$ cat src/rtl/conv_layer_core.sv
// rtl/conv_layer_core.sv - six-channel 3x3 convolution engine over a ROM-resident image
`ifndef EXT_ADDR_WIDTH
`define EXT_ADDR_WIDTH 8
`endif

module conv_layer_core #(
    parameter int IMG_W = 16,
    parameter int IMG_H = 16
) (
    input  logic                       clk,
    input  logic                       rst_n,
    input  logic                       enable,
    input  logic [31:0]                data_in,
    output logic [`EXT_ADDR_WIDTH-1:0] rom_addr,
    output logic [191:0]               o_pixel_bus,
    output logic                       o_valid,
    output logic                       o_done
);
    localparam int AW = `EXT_ADDR_WIDTH;
    localparam int CW = $clog2(IMG_W);
    localparam int RW = $clog2(IMG_H);
    localparam logic [AW-1:0] LAST_ADDR = AW'(IMG_W * IMG_H - 1);

    typedef enum logic [1:0] {IDLE, RUN, DRAIN, DONE} state_t;

    state_t        state, state_nxt;
    logic          capture;
    logic          win_valid;
    logic [CW-1:0] col;
    logic [RW-1:0] row;
    logic [31:0]   lb0 [IMG_W];
    logic [31:0]   lb1 [IMG_W];
    logic [31:0]   win [3][3];
    logic [31:0]   k0, k1, k2, k3, k4, k5;

    always_comb begin
        state_nxt = state;
        capture   = 1'b0;
        o_done    = 1'b0;
        case (state)
            IDLE:  if (enable) state_nxt = RUN;
            RUN: begin
                if (enable) begin
                    capture = 1'b1;
                    if (rom_addr == LAST_ADDR) state_nxt = DRAIN;
                end
            end
            DRAIN: state_nxt = DONE;
            DONE:  o_done = 1'b1;
            default: state_nxt = IDLE;
        endcase
    end

    // row/col track the pixel being captured so validity needs no divider
    always_ff @(posedge clk or negedge rst_n) begin
        if (!rst_n) begin
            state     <= IDLE;
            rom_addr  <= '0;
            col       <= '0;
            row       <= '0;
            win_valid <= 1'b0;
        end else begin
            state     <= state_nxt;
            win_valid <= capture && (row >= RW'(2)) && (col >= CW'(2));
            if (capture && rom_addr != LAST_ADDR) begin
                rom_addr <= rom_addr + 1'b1;
                if (col == CW'(IMG_W - 1)) begin
                    col <= '0;
                    row <= row + 1'b1;
                end else begin
                    col <= col + 1'b1;
                end
            end
        end
    end

    // Line buffers are IMG_W-deep shift registers: their tails are the pixels
    // one and two rows above the incoming one, in the same column.
    always_ff @(posedge clk) begin
        if (capture) begin
            lb1[0] <= data_in;
            lb0[0] <= lb1[IMG_W-1];
            for (int i = 1; i < IMG_W; i++) begin
                lb1[i] <= lb1[i-1];
                lb0[i] <= lb0[i-1];
            end
            for (int i = 0; i < 3; i++) begin
                win[i][0] <= win[i][1];
                win[i][1] <= win[i][2];
            end
            win[0][2] <= lb0[IMG_W-1];
            win[1][2] <= lb1[IMG_W-1];
            win[2][2] <= data_in;
        end
    end

    // Two's complement wrap makes unsigned 32-bit adds exact for signed data
    always_comb begin
        k0 = win[1][1];
        k1 = win[0][0] + win[0][1] + win[0][2]
           + win[1][0] + win[1][1] + win[1][2]
           + win[2][0] + win[2][1] + win[2][2];
        k2 = (win[0][2] + (win[1][2] << 1) + win[2][2])
           - (win[0][0] + (win[1][0] << 1) + win[2][0]);
        k3 = (win[2][0] + (win[2][1] << 1) + win[2][2])
           - (win[0][0] + (win[0][1] << 1) + win[0][2]);
        k4 = (win[0][1] + win[1][0] + win[1][2] + win[2][1]) - (win[1][1] << 2);
        k5 = k1 << 1;
    end

    always_ff @(posedge clk or negedge rst_n) begin
        if (!rst_n) begin
            o_valid     <= 1'b0;
            o_pixel_bus <= '0;
        end else begin
            o_valid <= win_valid;
            if (win_valid) o_pixel_bus <= {k0, k1, k2, k3, k4, k5};
        end
    end
endmodule

$ cat config.mk
export PLATFORM = sky130hd
export DESIGN_NAME = conv_layer_core
export DESIGN_NICKNAME = d
export VERILOG_FILES = /design/src/rtl/conv_layer_core.sv
export SDC_FILE = /design/constraint.sdc
export NUM_CORES = 2
export LEC_CHECK = 0
export CAP_MARGIN = 0
export CORE_ASPECT_RATIO = 0.6
export CORE_MARGIN = 4
export CORE_UTILIZATION = 50
export DETAILED_ROUTE_END_ITERATION = 10
export MAX_ROUTING_LAYER = met4
export PLACE_DENSITY = 0.7
export SYNTH_ARGS = -nofsm -noshare
export SYNTH_HDL_FRONTEND = slang
export SYNTH_SLANG_ARGS = --single-unit
$ cat constraint.sdc
create_clock -name clk -period 22.5 [get_ports clk]
set_input_delay 2.25 -clock clk [delete_from_list [all_inputs] [get_ports clk]]
set_output_delay 2.25 -clock clk [all_outputs]
set_load 0.1 [all_outputs]
==> results.txt <==
number of I/O pins -> 237
# setup viols final -> 0
source-to-sink clock delay at the later pin of the worst-skew pair -> 740 ps
maximum clock path buffer count -> 3
post-synthesis sequential area ratio -> 63.4%
status -> complete, no violations
critical path start-end classification -> in2reg
RSZ-0062 raised after global routing -> false
mapped cell area -> 60,100 um^2
DRC violation count after routing -> 0
core occupancy in the finished layout -> 57.1%
Worst EP arrival -> 6980 ps
Yosys warning total -> 0
global-route usage over all layers -> 20.3%
timing-limited maximum frequency -> 150 MHz
post-synth net total -> 4,387
most frequently used flop master after synthesis -> edfxtp_1
Critical Path Sink Type -> register
cell with the biggest individual delay on the critical path -> buf_4
global-route wire length before repair -> 186 mm
synthesized-area fraction occupied by adder cells -> 21.1%
Die Y -> 277 um
relative max-transition margin -> 22.2%
total congestion overflow after global routing -> 0
cell repeated most along the worst path -> buf_4
placed wire-length estimate after detailed placement -> 89.2 mm
post-synthesis to final-layout area growth -> 13.3%
area share of xor/xnor cells in the synthesized design -> 1.84%
post-CTS setup repair buffer count -> 0
first-pass iteration count of the detailed router -> 6
simple-gate area share of the yosys netlist -> 2.28%
vias in the first global route -> 29,700
Initial Utilization -> 50.4%
cell chain of the critical path -> clkdlybuf4s50_1 > nand2_1 > clkinvlp_4 > buf_12 > buf_4 > buf_4 > buf_4
Hold WS -> 402 ps
width of the die -> 456 um
WL per Instance -> 21.4 um
Final nets -> 4,695
shortest period the worst path allows -> 6650 ps
number of I/O port buffers -> 235
DR vias/cell -> 5.11
first-iteration detailed-routing DRC count -> 2,893
H-tree level count -> 3
cell count after synthesis -> 3,667
period utilisation layout -> 29.6%
total length of routed wires -> 121 mm
combinational family with the most area after synthesis -> adder cells
Post-Synthesis Mean Instance Area -> 16.4 um^2
last weighted congestion value of the routability-driven placer -> 0.897
total vias in the final route -> 29,000
number of hold buffers added after CTS -> 0
Critical Path Source Type -> input port
CTS sink cnt -> 1,300
number of max-capacitance violations reported -> 0
Slew @ Worst Pin -> 1160 ps
antenna violations before repair -> 11
Required @ worst endpoint -> 22,830 ps
Row Count -> 98
summed negative setup slack over all endpoints -> 0 ps
CTS tree -> built
count of flip-flops with a built-in enable after synthesis -> 1,120
clock-pin slew reported for the worst setup and hold paths after clock tree synthesis -> 70 ps
Min-Delay Path Class -> reg2reg
number of failing hold endpoints at the final stage -> 0
Resized Gates After CTS -> 0
layout cells sized above 1 -> 8.05%
largest net degree at the start of global routing -> 200
Slowest Stage Delay on Critical Path -> 910 ps
post-synthesis compound-gate area fraction -> 3.94%
clock root cell -> clkbuf_16
number of distinct library cells after synthesis -> 69
setup clock skew after layout -> 32.6 ps
residual antenna-violating net count after detailed routing -> 0
Die Footprint -> 126,000 um^2
maximum fanout count along the critical path -> 192
final number of max-transition violations -> 0
share of synthesized area spent on multiplexers -> 2.24%
share of async-settable or async-resettable flops after synthesis -> 13.8%
core area -> 119,000 um^2
flop and latch count out of synthesis -> 1,300
clock buffer count from CTS -> 115
==> critical path, delay by kind of cell <==
family / cells / cell delay (ps)
buffers and inverters: 6 / 4270
AND/OR/NAND/NOR: 1 / 140
==> layout by cell type, fill, tap and decap left out, types with 12 or more instances in the layout <==
cell / n
a211oi_1: 20
a21o_1: 47
a21oi_1: 85
a31oi_1: 16
and3_1: 13
buf_4: 16
clkbuf_1: 34
clkbuf_16: 116
clkdlybuf4s50_1: 232
clkinv_1: 12
clkinv_2: 16
dfrtp_1: 179
edfxtp_1: 1120
fa_1: 545
ha_1: 140
inv_1: 738
mux2_2: 115
nand2_1: 83
nand2b_1: 13
nand3_1: 19
nand4_1: 12
nor2_1: 62
nor3_1: 17
o211ai_1: 13
o21a_1: 19
o21ai_0: 72
o31ai_1: 13
xnor2_1: 106
xor2_1: 20
==> path summary, 6_finish.rpt <==
check / depth (start not counted) / slack (ps) / to / start
setup / recovery: 7 / 15850 / lb0[1][249] / enable
hold / removal: 0 / 400 / lb0[0][251] / lb0[0][219]
setup reg to reg: 18 / 16160 / o_pixel_bus[158] / lb1[0][34]
hold reg to reg: 0 / 400 / lb0[0][251] / lb0[0][219]
max in group asynchronous: 3 / 19090 / o_pixel_bus[172] / rst_n
min in group asynchronous: 1 / 1520 / o_pixel_bus[182] / rst_n
==> cells in the mapped netlist (4+ instances only) <==
library cell,n,area (um^2)
dfrtp_1,180,4500
xnor2_1,106,928
buf_4,32,240
o31ai_1,13,97.6
mux2i_1,5,50.1
or3_1,10,62.6
nor4_1,6,37.5
inv_1,740,2780
o211ai_1,13,97.6
edfxtp_1,1120,33600
a21o_1,47,353
a211o_1,7,61.3
o2111ai_1,7,61.3
xor2_1,20,175
nor2_1,62,233
nand2_1,83,312
nand3_1,19,95.1
o21a_1,19,143
or4_1,4,30.0
clkbuf_1,27,101
and3_1,13,81.3
ha_1,140,1750
fa_1,545,10900
or2_2,7,43.8
nand4_1,12,75.1
nor3_1,17,85.1
a21oi_1,85,425
a211oi_1,20,150
nand2b_1,13,81.3
mux2_2,115,1290
o31a_1,5,43.8
nor2b_1,10,62.6
a31oi_1,16,100
nand3b_1,6,45.0
o21bai_1,9,67.6
o21ai_0,72,360
==> cell type report <==
type / count / area, um^2
antenna: 5 / 12.5
clock buffer: 157 / 3130
clock inverter: 62 / 653
fill: 9214 / 51100
inverter: 740 / 2780
multi-input combinational: 1566 / 18900
sequential: 1300 / 38100
tap: 1600 / 2000
timing repair buffer: 252 / 2520
==> state kept, by name, indices dropped and copies added, names as in the netlist <==
name and count:
lb1 512, row 4, win 96, col 4, lb0 512, win_valid 1
o_pixel_bus 160, state 2, o_valid 1, rom_addr 8
==> metal layers <==
layer | track usage [%] | vias to the layer above | wire [um]
met2 | 26.8 | 861 | 50700
met3 | 4.69 | 182 | 8450
li1 | - | 13100 | -
met4 | 6.02 | 0 | 3820
met5 | - | - | 0
met1 | 31.3 | 14900 | 58300
==> per-stage QoR <==
stage	worst slack [ps]	instances	instance area [um^2]
after floorplan	2850	3667	60100
after global placement	15200	5458	64300
after detailed placement	15070	5458	64300
after CTS	15880	5677	68100
after global routing	15530	5678	68100
final	15850	5682	68100
==> kinds of logic after synthesis <==
logic type / Yosys count
other: 1
and+or+nand+nor: 277
xor gates and xnor gates: 126
buffers and inverters: 801
DFF: 1300
adders and majority gates: 685
muxes: 120
AOI/OAI and AO/OA: 357
Power is not shown: default switching activity piles up to over one toggle a cycle in this logic, so the estimate is an artifact.
